**config.mk**
```make
export PLATFORM = sky130hd
export DESIGN_NAME = adc_volt_meter_flat
export DESIGN_NICKNAME = d
export VERILOG_FILES = /design/src/rtl/adc_volt_meter_pkg.sv /design/src/rtl/adc_volt_meter_if.sv /design/src/rtl/adc_volt_meter_clk_gen.sv /design/src/rtl/adc_volt_meter.sv /design/src/flat_wrapper.sv
export SDC_FILE = /design/constraint.sdc
export NUM_CORES = 1
export LEC_CHECK = 0
export ABC_AREA = 0
export CELL_PAD_IN_SITES_DETAIL_PLACEMENT = 1
export CELL_PAD_IN_SITES_GLOBAL_PLACEMENT = 1
export CORE_MARGIN = 3
export CORE_UTILIZATION = 50
export CTS_CLUSTER_DIAMETER = 60
export DETAILED_ROUTE_END_ITERATION = 12
export GPL_ROUTABILITY_DRIVEN = 0
export PLACE_DENSITY = 0.89
export SLEW_MARGIN = 10
export SYNTH_ARGS = -nofsm -noshare
export SYNTH_HDL_FRONTEND = slang
export SYNTH_SLANG_ARGS = --single-unit
```
**constraint.sdc**
```tcl
create_clock -name sys_clk -period 10.4 [get_ports sys_clk]
set_clock_uncertainty 0.2 [all_clocks]
set_input_delay 1.56 -clock sys_clk [delete_from_list [all_inputs] [get_ports sys_clk]]
set_output_delay 1.56 -clock sys_clk [all_outputs]
set_load 0.02 [all_outputs]
```
**src/rtl/adc_volt_meter_pkg.sv**
```systemverilog
// adc_volt_pkg: shared types and helpers for the ADC voltmeter front end.
//   mode_e   : display mode selection (live / hold / min / max)
//   state_e  : calibration / run state of the front-end FSM
//   disp_t   : sign + magnitude (mV) pair as carried through the result path
//   acc_width: accumulator width that covers both calibration and averaging sums
//   signed_mv: sign + magnitude -> two's complement, used for min/max ordering
package adc_volt_pkg;

   typedef enum logic [1:0] {
      MODE_LIVE = 2'd0,
      MODE_HOLD = 2'd1,
      MODE_MIN  = 2'd2,
      MODE_MAX  = 2'd3
   } mode_e;

   typedef enum logic {
      ST_CAL = 1'b0,
      ST_RUN = 1'b1
   } state_e;

   typedef struct packed {
      logic        neg;
      logic [15:0] mv;
   } disp_t;

   localparam disp_t DISP_ZERO = '{neg: 1'b0, mv: 16'd0};

   function automatic int acc_width(input int adc_w, input int cal_log2, input int avg_log2);
      return adc_w + ((cal_log2 > avg_log2) ? cal_log2 : avg_log2);
   endfunction

   // 18 bits hold -65535..+65535 without overflow
   function automatic logic signed [17:0] signed_mv(input disp_t d);
      logic signed [17:0] v;
      v = $signed({2'b00, d.mv});
      return d.neg ? -v : v;
   endfunction

endpackage

```
**src/rtl/adc_volt_meter_if.sv**
```systemverilog
// adc_volt_meter_if: ADC sample / control inputs and display outputs of the voltmeter.
//   slave  : the voltmeter (consumes ad_data/recal/mode, drives ad_clk and results)
//   master : the surrounding system (ADC model, mode switches, display driver)
interface adc_volt_meter_if #(parameter int ADC_W = 8);
   import adc_volt_pkg::*;

   logic [ADC_W-1:0] ad_data;
   logic             recal;
   mode_e            mode;
   logic             ad_clk;
   logic [15:0]      volt;
   logic             sign;
   logic             volt_vld;
   logic             cal_done;
   logic             ovr;

   modport slave (
      input  ad_data, recal, mode,
      output ad_clk, volt, sign, volt_vld, cal_done, ovr
   );

   modport master (
      output ad_data, recal, mode,
      input  ad_clk, volt, sign, volt_vld, cal_done, ovr
   );

endinterface

```
**src/rtl/adc_volt_meter_clk_gen.sv**
```systemverilog
// adc_clk_gen: divides sys_clk into the ADC conversion clock and flags the sample point.
//   sys_clk    in  system clock
//   sys_rst    in  asynchronous active-high reset
//   ad_clk_o   out ADC clock, half-period CLK_DIV sys_clk cycles, registered
//   samp_stb_o out one-cycle pulse starting on the edge where ad_clk_o falls
module adc_clk_gen #(
   parameter int CLK_DIV = 2
) (
   input  logic sys_clk,
   input  logic sys_rst,
   output logic ad_clk_o,
   output logic samp_stb_o
);

   localparam int               CNT_W    = (CLK_DIV > 1) ? $clog2(CLK_DIV) : 1;
   localparam logic [CNT_W-1:0] CNT_LAST = CNT_W'(CLK_DIV - 1);

   logic [CNT_W-1:0] cnt_q, cnt_d;
   logic             ad_clk_q, ad_clk_d;
   logic             stb_q, stb_d;

   // Divider next state: toggle at wrap; the strobe marks a 1->0 toggle
   always_comb begin
      if (cnt_q == CNT_LAST) begin
         cnt_d    = {CNT_W{1'b0}};
         ad_clk_d = ~ad_clk_q;
         stb_d    = ad_clk_q;
      end else begin
         cnt_d    = cnt_q + CNT_W'(1);
         ad_clk_d = ad_clk_q;
         stb_d    = 1'b0;
      end
   end

   // Divider registers
   always_ff @(posedge sys_clk or posedge sys_rst) begin
      if (sys_rst) begin
         cnt_q    <= {CNT_W{1'b0}};
         ad_clk_q <= 1'b0;
         stb_q    <= 1'b0;
      end else begin
         cnt_q    <= cnt_d;
         ad_clk_q <= ad_clk_d;
         stb_q    <= stb_d;
      end
   end

   assign ad_clk_o   = ad_clk_q;
   assign samp_stb_o = stb_q;

endmodule

```
**src/rtl/adc_volt_meter.sv**
```systemverilog
// adc_volt_meter: ADC front end for the voltmeter.
//   Calibrates the zero (mid-scale) code, box-car averages 2^AVG_LOG2 samples,
//   scales to sign + magnitude mV through a 3-stage pipeline, tracks min/max and
//   drives a registered display mux (live / hold / min / max).
//   sys_clk in  system clock
//   sys_rst in  asynchronous active-high reset
//   bus     slave side of adc_volt_meter_if (ad_data, recal, mode -> ad_clk, volt,
//           sign, volt_vld, cal_done, ovr)
module adc_volt_meter
   import adc_volt_pkg::*;
#(
   parameter int ADC_W    = 8,
   parameter int CLK_DIV  = 2,
   parameter int CAL_LOG2 = 10,
   parameter int AVG_LOG2 = 4,
   parameter int SPAN_MV  = 10000
) (
   input  logic            sys_clk,
   input  logic            sys_rst,
   adc_volt_meter_if.slave bus
);

   localparam int                 LOG_MAX  = (CAL_LOG2 > AVG_LOG2) ? CAL_LOG2 : AVG_LOG2;
   localparam int                 ACC_W    = acc_width(ADC_W, CAL_LOG2, AVG_LOG2);
   localparam int                 PROD_W   = ADC_W + 33;
   localparam logic [LOG_MAX-1:0] CAL_LAST = LOG_MAX'((1 << CAL_LOG2) - 1);
   localparam logic [LOG_MAX-1:0] AVG_LAST = LOG_MAX'((1 << AVG_LOG2) - 1);

   logic               samp_stb_s, ad_clk_s;
   state_e             state_q, state_d;
   logic               cal_done_q, cal_done_d;
   logic               cal_fire_s, win_fire_s, last_s, clip_s;
   logic [LOG_MAX-1:0] cnt_q;
   logic [ACC_W-1:0]   acc_q, sum_s;
   logic               ovr_acc_q;
   logic [ADC_W-1:0]   mid_q;
   logic               s1_vld_q, s1_ovr_q;
   logic [ADC_W-1:0]   s1_avg_q;
   logic [ADC_W:0]     diff_s, s2_mag_q;
   logic               s2_vld_q, s2_neg_q, s2_ovr_q;
   logic [PROD_W-1:0]  prod_s, mv_full_s;
   logic [15:0]        mv_s;
   logic               s3_fire_s;
   disp_t              res_s, live_q, live_d, min_q, min_d, max_q, max_d;
   disp_t              hold_q, hold_d, disp_q, disp_d;
   logic               ext_vld_q, ext_vld_d;
   mode_e              mode_prev_q;
   logic               volt_vld_q, ovr_q;

   adc_clk_gen #(.CLK_DIV(CLK_DIV)) u_clk_gen (
      .sys_clk    (sys_clk),
      .sys_rst    (sys_rst),
      .ad_clk_o   (ad_clk_s),
      .samp_stb_o (samp_stb_s)
   );

   assign sum_s  = acc_q + {{(ACC_W-ADC_W){1'b0}}, bus.ad_data};
   assign clip_s = (bus.ad_data == {ADC_W{1'b0}}) || (bus.ad_data == {ADC_W{1'b1}});
   assign diff_s = {1'b0, s1_avg_q} - {1'b0, mid_q};

   // FSM state register
   always_ff @(posedge sys_clk or posedge sys_rst) begin
      if (sys_rst) begin
         state_q    <= ST_CAL;
         cal_done_q <= 1'b0;
      end else begin
         state_q    <= state_d;
         cal_done_q <= cal_done_d;
      end
   end

   // FSM next state: recal from any state restarts calibration
   always_comb begin
      state_d = state_q;
      if (bus.recal) begin
         state_d = ST_CAL;
      end else begin
         case (state_q)
            ST_CAL:  state_d = cal_fire_s ? ST_RUN : ST_CAL;
            ST_RUN:  state_d = ST_RUN;
            default: state_d = ST_CAL;
         endcase
      end
   end

   // FSM outputs: closing-sample strobes per state (recal wins) and cal_done level
   always_comb begin
      cal_fire_s = 1'b0;
      win_fire_s = 1'b0;
      last_s     = 1'b0;
      case (state_q)
         ST_CAL: begin
            last_s     = (cnt_q == CAL_LAST);
            cal_fire_s = samp_stb_s && last_s && !bus.recal;
         end
         ST_RUN: begin
            last_s     = (cnt_q == AVG_LAST);
            win_fire_s = samp_stb_s && last_s && !bus.recal;
         end
         default: begin
            last_s     = 1'b0;
            cal_fire_s = 1'b0;
            win_fire_s = 1'b0;
         end
      endcase
      cal_done_d = (state_d == ST_RUN);
   end

   // Shared calibration/averaging accumulator, sample counter, clip flag and zero code
   always_ff @(posedge sys_clk or posedge sys_rst) begin
      if (sys_rst) begin
         acc_q     <= {ACC_W{1'b0}};
         cnt_q     <= {LOG_MAX{1'b0}};
         ovr_acc_q <= 1'b0;
         mid_q     <= {1'b1, {(ADC_W-1){1'b0}}};
      end else begin
         if (bus.recal || cal_fire_s || win_fire_s) begin
            acc_q     <= {ACC_W{1'b0}};
            cnt_q     <= {LOG_MAX{1'b0}};
            ovr_acc_q <= 1'b0;
         end else if (samp_stb_s) begin
            acc_q     <= sum_s;
            cnt_q     <= cnt_q + LOG_MAX'(1);
            ovr_acc_q <= ovr_acc_q | clip_s;
         end
         if (cal_fire_s) begin
            mid_q <= sum_s[CAL_LOG2 +: ADC_W];
         end
      end
   end

   // S1 average / S2 signed difference; recal flushes anything in flight
   always_ff @(posedge sys_clk or posedge sys_rst) begin
      if (sys_rst) begin
         s1_vld_q <= 1'b0;
         s1_avg_q <= {ADC_W{1'b0}};
         s1_ovr_q <= 1'b0;
         s2_vld_q <= 1'b0;
         s2_neg_q <= 1'b0;
         s2_mag_q <= {(ADC_W+1){1'b0}};
         s2_ovr_q <= 1'b0;
      end else begin
         s1_vld_q <= win_fire_s;
         if (win_fire_s) begin
            s1_avg_q <= sum_s[AVG_LOG2 +: ADC_W];
            s1_ovr_q <= ovr_acc_q | clip_s;
         end
         s2_vld_q <= s1_vld_q && !bus.recal;
         s2_neg_q <= diff_s[ADC_W];
         s2_mag_q <= diff_s[ADC_W] ? (~diff_s + {{ADC_W{1'b0}}, 1'b1}) : diff_s;
         s2_ovr_q <= s1_ovr_q;
      end
   end

   // S3 scaling plus next values of live, min/max, hold and display mux
   always_comb begin
      prod_s    = PROD_W'(s2_mag_q) * PROD_W'(SPAN_MV);
      mv_full_s = prod_s >> ADC_W;
      if (|mv_full_s[PROD_W-1:16]) begin
         mv_s = 16'hFFFF;
      end else begin
         mv_s = mv_full_s[15:0];
      end
      // a zero result is always shown as +0 so +0/-0 compare equal
      res_s.mv  = mv_s;
      res_s.neg = s2_neg_q && (mv_s != 16'd0);
      s3_fire_s = s2_vld_q && !bus.recal;

      live_d = live_q;
      min_d  = min_q;
      max_d  = max_q;
      if (s3_fire_s) begin
         live_d = res_s;
         if (!ext_vld_q) begin
            min_d = res_s;
            max_d = res_s;
         end else begin
            if (signed_mv(res_s) < signed_mv(min_q)) begin
               min_d = res_s;
            end else begin
               min_d = min_q;
            end
            if (signed_mv(res_s) > signed_mv(max_q)) begin
               max_d = res_s;
            end else begin
               max_d = max_q;
            end
         end
      end else begin
         live_d = live_q;
      end

      if (bus.recal || cal_fire_s) begin
         ext_vld_d = 1'b0;
      end else if (s3_fire_s) begin
         ext_vld_d = 1'b1;
      end else begin
         ext_vld_d = ext_vld_q;
      end

      // hold snapshots the latest result on the cycle HOLD is entered
      if ((bus.mode == MODE_HOLD) && (mode_prev_q != MODE_HOLD)) begin
         hold_d = live_d;
      end else begin
         hold_d = hold_q;
      end

      disp_d = DISP_ZERO;
      case (bus.mode)
         MODE_LIVE: disp_d = live_d;
         MODE_HOLD: disp_d = hold_d;
         MODE_MIN:  disp_d = ext_vld_d ? min_d : DISP_ZERO;
         MODE_MAX:  disp_d = ext_vld_d ? max_d : DISP_ZERO;
         default:   disp_d = live_d;
      endcase
   end

   // Result, extreme-tracking and output registers; display frozen outside RUN
   always_ff @(posedge sys_clk or posedge sys_rst) begin
      if (sys_rst) begin
         live_q      <= DISP_ZERO;
         min_q       <= DISP_ZERO;
         max_q       <= DISP_ZERO;
         hold_q      <= DISP_ZERO;
         disp_q      <= DISP_ZERO;
         ext_vld_q   <= 1'b0;
         mode_prev_q <= MODE_LIVE;
         volt_vld_q  <= 1'b0;
         ovr_q       <= 1'b0;
      end else begin
         live_q      <= live_d;
         min_q       <= min_d;
         max_q       <= max_d;
         hold_q      <= hold_d;
         ext_vld_q   <= ext_vld_d;
         mode_prev_q <= bus.mode;
         volt_vld_q  <= s3_fire_s;
         if ((state_q == ST_RUN) && !bus.recal) begin
            disp_q <= disp_d;
         end
         if (s3_fire_s) begin
            ovr_q <= s2_ovr_q;
         end
      end
   end

   assign bus.ad_clk   = ad_clk_s;
   assign bus.volt     = disp_q.mv;
   assign bus.sign     = disp_q.neg;
   assign bus.volt_vld = volt_vld_q;
   assign bus.cal_done = cal_done_q;
   assign bus.ovr      = ovr_q;

endmodule
```
**src/flat_wrapper.sv**
```systemverilog
// flat-port wrapper written by rule: the top's interface ports become plain ports
module adc_volt_meter_flat import adc_volt_pkg::*;
#(
   parameter int ADC_W    = 8,
   parameter int CLK_DIV  = 2,
   parameter int CAL_LOG2 = 10,
   parameter int AVG_LOG2 = 4,
   parameter int SPAN_MV  = 10000
)
  (sys_clk, sys_rst, bus_ad_data, bus_recal, bus_mode, bus_ad_clk, bus_volt, bus_sign, bus_volt_vld, bus_cal_done, bus_ovr);
  adc_volt_meter_if #(.ADC_W(ADC_W)) bus_i ();
  input  logic sys_clk;
  input  logic sys_rst;
  input wire logic [$bits(bus_i.ad_data)-1:0] bus_ad_data;
  input wire logic [$bits(bus_i.recal)-1:0] bus_recal;
  input wire logic [$bits(bus_i.mode)-1:0] bus_mode;
  output wire logic [$bits(bus_i.ad_clk)-1:0] bus_ad_clk;
  output wire logic [$bits(bus_i.volt)-1:0] bus_volt;
  output wire logic [$bits(bus_i.sign)-1:0] bus_sign;
  output wire logic [$bits(bus_i.volt_vld)-1:0] bus_volt_vld;
  output wire logic [$bits(bus_i.cal_done)-1:0] bus_cal_done;
  output wire logic [$bits(bus_i.ovr)-1:0] bus_ovr;
  assign bus_i.ad_data = bus_ad_data;
  assign bus_i.recal = bus_recal;
  assign bus_i.mode = bus_mode;
  assign bus_ad_clk = bus_i.ad_clk;
  assign bus_volt = bus_i.volt;
  assign bus_sign = bus_i.sign;
  assign bus_volt_vld = bus_i.volt_vld;
  assign bus_cal_done = bus_i.cal_done;
  assign bus_ovr = bus_i.ovr;
  adc_volt_meter #(.ADC_W(ADC_W), .CLK_DIV(CLK_DIV), .CAL_LOG2(CAL_LOG2), .AVG_LOG2(AVG_LOG2), .SPAN_MV(SPAN_MV)) u_core (.sys_clk(sys_clk), .sys_rst(sys_rst), .bus(bus_i));
endmodule
```
# [After elaboration in Yosys (flattened, before gate mapping)]
# Index checks and enable logic that the tools add are counted.
[op_classes] addsub=8 multipliers=1 order_cmp=2 eq_ne=7 muxes=30 n_bitwise=4 reduce_logical=17
[ops] op="$mux W17" count=10
[ops] op="$mux W18" count=5
[ops] op="$pmux W17 S4" count=1
[ops] op="$neg A16 Y18" count=2
[ops] op="$mux W10" count=2
[ops] op="$mul A9 B10 Y19 const B" count=1
[ops] op="$add A18 B8 Y18" count=1
[ops] op="$gt A18 B18 Y1" count=1
[ops] op="$lt A18 B18 Y1" count=1
[ops] op="$neg A15 Y18" count=1
[ops] op="$reduce_bool A16 Y1" count=1
[ops] op="$add A10 B1 Y10 const B" count=1
[ops] op="$eq A10 B10 Y1 const B" count=1
[ops] op="$eq A10 B4 Y1 const B" count=1
[ops] op="$mux W1" count=10
[ops] op="$add A9 B1 Y9 const B" count=1
[ops] op="$logic_and A1 B1 Y1" count=9
[ops] op="$mux W9" count=1
[ops] op="$not A9 Y9" count=1
[ops] op="$sub A8 B8 Y9" count=1
[ops] op="$eq A8 B8 Y1 const B" count=1
[ops] op="$logic_not A8 Y1" count=1
[ops] op="$eq A2 B2 Y1 const B" count=2
[ops] op="$logic_or A1 B1 Y1" count=3
[ops] op="9 further kinds" count=10
[word_totals] regBits=153 output_inout_bits=21 word_cells=98

# [Logic depth before layout (Yosys ltp)]
# Gate-level depths: netlist of run 1.
[logic_depth] word_depth=10 ltp_mapped=33 ltp_nobuf=32

# [Cells and area by module]
# A second synthesis of run 1 with hierarchy kept.
[hier_totals] cells_unflattened=1170 hier_area_um2=10771.6
[by_module_without_submodules] module="adc_volt_meter" n_inst=1 cells_per_inst=1163 area_per_inst_um2=10672.7
[by_module_without_submodules] module="adc_clk_gen" n_inst=1 cells_per_inst=7 area_per_inst_um2=98.8

# [Worst setup path before layout of run 1]
# OpenSTA, ideal clock, no wires.
[synth_path] path_type="register to register" from="reg u_core.s2_mag_q[6]" to="reg u_core.disp_q (netlist bit u_core.bus.volt[3])" setup_time_ns=0.126 arrival_ns=7.669 setup_slack_ns=2.405 stages_incl_launch_ff=32 synth_period_minus_slack_ns=7.995 cell_sequence="dfrtp_1 fa_1 fa_1 ha_1 inv_1 fa_1 inv_1 ha_1 and3_4 and3_1 a211oi_2 xnor2_1 nor4_4 o211ai_2 nand2_1 inv_1 o21ai_0 xnor2_1 ha_1 nand4_1 or3_1 a21oi_1 nor3_1 a211oi_1 o21ai_0 nor3_1 o22ai_1 mux2_2 a21oi_2 buf_4 mux2_2 a221o_1"
[synth_lines] element="start: declaration" line="adc_volt_meter.sv:39" rtl="logic [ADC_W:0] diff_s, s2_mag_q;"
[synth_lines] element="start signal: assignment" line="adc_volt_meter.sv:140" rtl="s2_mag_q <= {(ADC_W+1){1'b0}};"
[synth_lines] element="start signal: assignment" line="adc_volt_meter.sv:150" rtl="s2_mag_q <= diff_s[ADC_W] ? (~diff_s + {{ADC_W{1'b0}}, 1'b1}) : diff_s;"
[synth_lines] element="end signal: assignment" line="adc_volt_meter.sv:239" rtl="disp_q <= disp_d;"
[synth_lines] element="end: declaration" line="adc_volt_meter.sv:45" rtl="disp_t hold_q, hold_d, disp_q, disp_d;"

==> results of run 1 <==
## worst paths after layout
check / startpoint / to / slack, ns / cells after the start
setup / recovery: u_core.s2_mag_q[1] / u_core.bus.volt[10] / 1.14 / 32
hold / removal: u_core.s1_ovr_q / u_core.s2_ovr_q / 0.23 / 0
setup reg to reg: u_core.s2_mag_q[1] / u_core.bus.volt[10] / 1.14 / 32
hold reg to reg: u_core.s1_ovr_q / u_core.s2_ovr_q / 0.23 / 0
max in group asynchronous: sys_rst / u_core.s2_mag_q[0] / 7.08 / 3
min in group asynchronous: sys_rst / u_core.mode_prev_q[0] / 1.47 / 2
## registers in the layout (all words and copies together), names as in the netlist, 2 cells and up
name                flops
u_core.cnt_q           10
u_core.hold_q          17
u_core.min_q           17
u_core.acc_q           18
u_core.s2_mag_q         9
u_core.s1_avg_q         8
u_core.mid_q            8
u_core.mode_prev_q      2
u_core.max_q           17
u_core.live_q          17
u_core.bus.volt        16
## Yosys cell counts, types with 23 or more instances
| cell | number |
|---|---|
| a21o_1 | 23 |
| a21oi_1 | 45 |
| clkbuf_1 | 29 |
| dfrtp_1 | 152 |
| ha_1 | 95 |
| inv_1 | 90 |
| mux2_2 | 36 |
| mux2i_1 | 29 |
| nand2_1 | 98 |
| nor2_1 | 71 |
| o21ai_0 | 54 |
| xnor2_1 | 45 |
| xor2_1 | 49 |
## per-stage QoR
step | setup WS [ns] | hold WS [ns] | utilization [%] | std cells
3_5_place_dp | 1.41 | 0.191 | 54.0 | 1338
3_3_place_gp | 1.71 | 0.160 | 54.0 | 1338
5_1_grt | 0.564 | 0.222 | 57.0 | 1369
4_1_cts | 1.26 | 0.219 | 57.0 | 1369
6_report | 1.14 | 0.228 | 57.0 | 1369
2_1_floorplan | 2.41 | 0.154 | - | 1062
## placed cells by master (no fill, tap or decap), types with 18 or more instances in the layout
cell	n
a21o_1	23
a21oi_1	45
clkdlybuf4s50_1	33
dfrtp_1	152
fa_1	18
ha_1	95
inv_1	89
mux2_2	36
mux2i_1	29
nand2_1	98
nor2_1	70
o21ai_0	54
o31ai_1	18
xnor2_1	45
xor2_1	49
## worst max-delay path: cells and delay by family, from the launching register on
family	cells	cell delay, ns
adders and majority gates	6	2.38
AOI/OAI and AO/OA	9	1.90
and+or+nand+nor	8	1.60
xor gates and xnor gates	2	0.99
buffers and inverters	5	0.89
muxes	2	0.70
DFF	1	0.46
## kinds of logic (layout without fill, tap and decap cells)
family / Yosys count / after routing
multiplexers: 71 / 71
flip-flops: 153 / 153
adder cells (fa/ha/maj): 115 / 115
XOR/XNOR: 94 / 94
AO/OA/AOI/OAI: 217 / 217
AND/OR/NAND/NOR: 288 / 288
buffers and inverters: 124 / 161
## per-layer routing
metal | track usage (%) | up-vias | routed length (um)
met3 | 6.24 | 137 | 2100
met1 | 38.3 | 4386 | 13600
met2 | 53.4 | 390 | 16800
met4 | 14.8 | 0 | 1550
li1 | - | 3770 | -
met5 | 0.455 | - | 0
## power groups by stage
stage | registers, mW | logic [mW] | clock network, mW
finish | 0.600 | 0.0530 | 0.656
global route | 0.600 | 0.0580 | 0.681
CTS | 0.600 | 0.0529 | 0.657
detailed placement | 0.611 | 0.0498 | 0
global placement | 0.611 | 0.0470 | 0
floorplan | 0.610 | 0.0313 | 0
## cell type report
cell class,count,area [sq um]
clock buffer,20,467
clock inverter,11,138
fill,2242,8730
inverter,90,343
multi-input combinational,785,6070
sequential,153,3830
tap,270,338
timing repair buffer,40,383
==> reports/metrics.cfg, run 1 <==
[logic_synthesis]
synth_top_flop_cell = dfrtp_1
synth_top_family_by_area = adder cells
synth_top_area_share_pct = 36.7
synthTopCellsByArea = dfrtp_1, ha_1, xor2_1
synth_mux_area_share_pct = 7.39
synth-xor-area-share_pct = 7.93
syn_nets = 1188
synthSimpleGateAreaFrac_pct = 13.3
yosysWarnings = 0
ys_ff_latch = 153
synthAdderAreaFrac_pct = 15.1
synth_seq_area_share_pct = 36.9
synthesis.area_sq_um = 10400
synth_edf_count = 0
synthCells = 1062
synth.avg_cell_area_sq_um = 9.77
yosys.area.top_type = dfrtp_1
yosysUniqueCellTypes = 67
synth_compound_area_share_pct = 14.7
async_reset_ff_share_pct = 100

[clock_network]
cts_sinks = 153
ctsHoldBuffers = 0
cts_tree = built
clock-root-buffer = clkbuf_16
cts_max_path_buffers = 2
worstSkewPairLatency_ns = 0.44
h-tree-depth = 4
cts_resized = 0
post_cts_buffers = 0
clk_pin_slew_worst_paths_ns = 0.07
cts_inserted_buffers = 17

[sta]
fin_setup_tns_ns = 0
hold_viol = 0
post-route-min-period_ns = 9.26
rsz0062_at_grt = false
period_share_pct = 89.1
finalMaxSlewViolations = 0
setup_viol = 0
fmax_ghz = 0.108
max_slew_margin_pct = 14.7
worst_slew_pin_slew_ns = 1.28

[route]
drt_iter0_drc = 623
ant_nets = 0
detail_route.wl_per_cell_um = 24.9
vias = 8683
drcViolationCount = 0
via_per_inst = 6.34
routed_wl_mm = 34.1
firstDrtPassIters = 5

[worst_setup_path]
critPathKind = reg -> reg
critPathSlowestCell = xor2_1
end_kind = register
required_ns = 10.51
cp-start-kind = register
arrival_ns = 9.37
crit_fanout = 17
critPathMostFrequentCell = inv_1
cp_slowest_stage_delay_ns = 0.80

[floorplan]
core_area_sq_um = 20300
die_w_um = 150
initial_core_util_pct = 51.1
rows = 52
die_h_um = 150
die_area_sq_um = 22500
io_pins = 34

[global_route]
overflow = 0
grt_antenna_before_repair = 0
grt_usage_pct = 31.4
grt_pass1_wl_mm = 54.4
grt_start_max_net_pins = 86
grt_pass1_vias = 9686

[placed_design]
numPortBuffers = 33
placed_area_sq_um = 11000
hpwl_mm = 21.8

[finish]
area_growth_pct = 11.5
final_cell_area_sq_um = 11600
drive_gt1_share_pct = 8.83
fin_nets = 1213
n_antenna_cell = 0

[pwr]
power_frac_clock_pct = 50.1
swShare_pct = 24.4
p_leak_nw = 5.77
switchingPower_mw = 0.319
seqPwrFrac_pct = 45.8
totalPowerFinal_mw = 1.31
peakVddDrop_mv = 0.111
pwr_density_cell_nw_per_um2 = 113
p_int_mw = 0.989
p_comb_share_pct = 4.0

[flow_run]
cap_violations = 0

[status]
status = complete, no violations

[min_path]
hp-class = reg -> reg

Note: power is estimated with default switching activity, not from simulation.
==> run 2, diff against run 1 <==
Settings changed: PLACE_DENSITY 0.89 to 0.87.
==> run 2 against run 1 <==
Compared with the run above: final area shrank 0.30%; wire length shrank 1.8%; clock power shrank 3.2%; largest power group unchanged; core utilization shrank 0.17 points; hold slack lost 0.0095 ns; via count shrank 0.38%.
==> reports/metrics.cfg, run 2 (synthesized netlist as in run 1, its figures left out) <==
[sta]
finalMaxSlewViolations = 0
setup_viol = 0
fmax_ghz = 0.103
rsz0062_at_grt = false
period_share_pct = 93.0
max_slew_margin_pct = 9.89
setup_ws_ns = 0.726
hold_viol = 0
worst_slew_pin_slew_ns = 1.35
fin_setup_tns_ns = 0
post-route-min-period_ns = 9.67

[route]
drt_iter0_drc = 681
routed_wl_mm = 33.5
ant_nets = 0
via_per_inst = 6.32
firstDrtPassIters = 5
detail_route.wl_per_cell_um = 24.5
vias = 8650
drcViolationCount = 0

[pwr]
pwr_density_cell_nw_per_um2 = 111
totalPowerFinal_mw = 1.28
peakVddDrop_mv = 0.119
p_leak_nw = 5.75

[global_route]
gr-max-usage-layer = met2
grtUsageMet2_pct = 51.7
grt_pass1_vias = 9770
grtUsageMet1_pct = 38.1
grt_pass1_wl_mm = 53.9
gr-usage-met3_pct = 6.81
grt_usage_pct = 30.8
grt_start_max_net_pins = 106
grt_antenna_before_repair = 0
overflow = 0

[clock_network]
cts_tree = built
clock-root-buffer = clkbuf_16
cts_resized = 0
cts_max_path_buffers = 2
cts_sinks = 153
clk_pin_slew_worst_paths_ns = 0.07
post_cts_buffers = 0
ctsHoldBuffers = 0
worstSkewPairLatency_ns = 0.44
cts_inserted_buffers = 17
h-tree-depth = 4

[floorplan]
initial_core_util_pct = 51.1
die_h_um = 150
rows = 52
core_area_sq_um = 20300
die_w_um = 150
die_area_sq_um = 22500
io_pins = 34

[finish]
final_common_cell = dfrtp_1
top_register = u_core.acc_q
fill_cells = 2229
largest_register_ff_count = 18
fin_nets = 1213
layout_common_cells = dfrtp_1, nand2_1, ha_1
area_growth_pct = 11.2
drive_gt1_share_pct = 8.64
n_antenna_cell = 0
final_cell_area_sq_um = 11500

[worst_setup_path]
end_kind = register
arrival_ns = 9.79
cp_slowest_stage_delay_ns = 0.86
required_ns = 10.52
reg2reg_from = u_core.s2_mag_q[0]
critPathMostFrequentCell = inv_1
critPathSlowestCell = a21oi_2
startpoint = u_core.s2_mag_q[0]
critPathKind = reg -> reg
crit_fanout = 16
cp-start-kind = register

[placed_design]
pre_cts_slack_ns = 1.09
hpwl_mm = 21.1
placed_area_sq_um = 11000
numPortBuffers = 33

[status]
status = complete, no violations

[min_path]
min-delay-start = u_core.s1_ovr_q
hp-class = reg -> reg

[flow_run]
cap_violations = 0

[run 2: changes by cell type in the layout (fill, tap and decap cells not counted), sizes merged]
cell | previous run | this run
clkinv | 6 | 3
clkinvlp | 1 | 4
[run 2: layout make-up]
type	instances	area (sq um)	share of cell area, %
well taps	270	338	2.93
repair buffers	40	383	3.32
multi-input cells	785	6070	52.6
clock buffers	20	447	3.87
inverters	90	343	2.97
clock inverters	11	123	1.06
flip-flops and latches	153	3830	33.2
[run 2: worst paths after layout]
check | endpoint | slack, ns | depth (start not counted)
worst max register to register | u_core.bus.volt[5] | 0.73 | 31
min in group asynchronous | u_core.min_q[12] | 1.52 | 2
worst min register to register | u_core.s2_ovr_q | 0.22 | 0
worst min-delay path | u_core.s2_ovr_q | 0.22 | 0
worst max-delay path | u_core.bus.volt[5] | 0.73 | 31
max in group asynchronous | u_core.mid_q[1] | 7.17 | 3
[run 2: report_power, final]
group / internal [mW] / leakage, nW / switching, mW / total, mW
combinational: 0.0160 / 3.39 / 0.0333 / 0.0493
sequential: 0.598 / 2.09 / 0.00202 / 0.600
clock: 0.359 / 0.269 / 0.276 / 0.635
[run 2: routing by layer]
metal,vias up,part of all wire [%],routed length [um]
li1,3765,-,-
met1,4353,40,13400
met2,410,49,16500
met3,122,6.6,2230
met4,0,4.0,1320
met5,-,0,0
[run 2: worst max-delay path, delay by kind of cell (launching register included)]
family          cells  cell delay (ns)
compound gates      9             2.63
xor+xnor            2             0.98
flops               1             0.42
mux                 2             0.77
simple gates        8             1.58
buf+inv             4             0.50
fa+ha+maj           6             2.44
[run 2: through the flow]
step | hold WS, ns | utilization [%] | cells
2_1_floorplan | 0.154 | - | 1062
3_3_place_gp | 0.164 | 54.0 | 1338
3_5_place_dp | 0.192 | 54.0 | 1338
4_1_cts | 0.214 | 56.8 | 1369
5_1_grt | 0.233 | 56.8 | 1369
6_report | 0.218 | 56.8 | 1369
==> run 3, diff against run 2 <==
Settings changed: ABC_CLOCK_PERIOD_IN_PS from default to 10400.
==> results of run 3 <==
No change in the layout: final DEF, timing and power equal those of run 2.
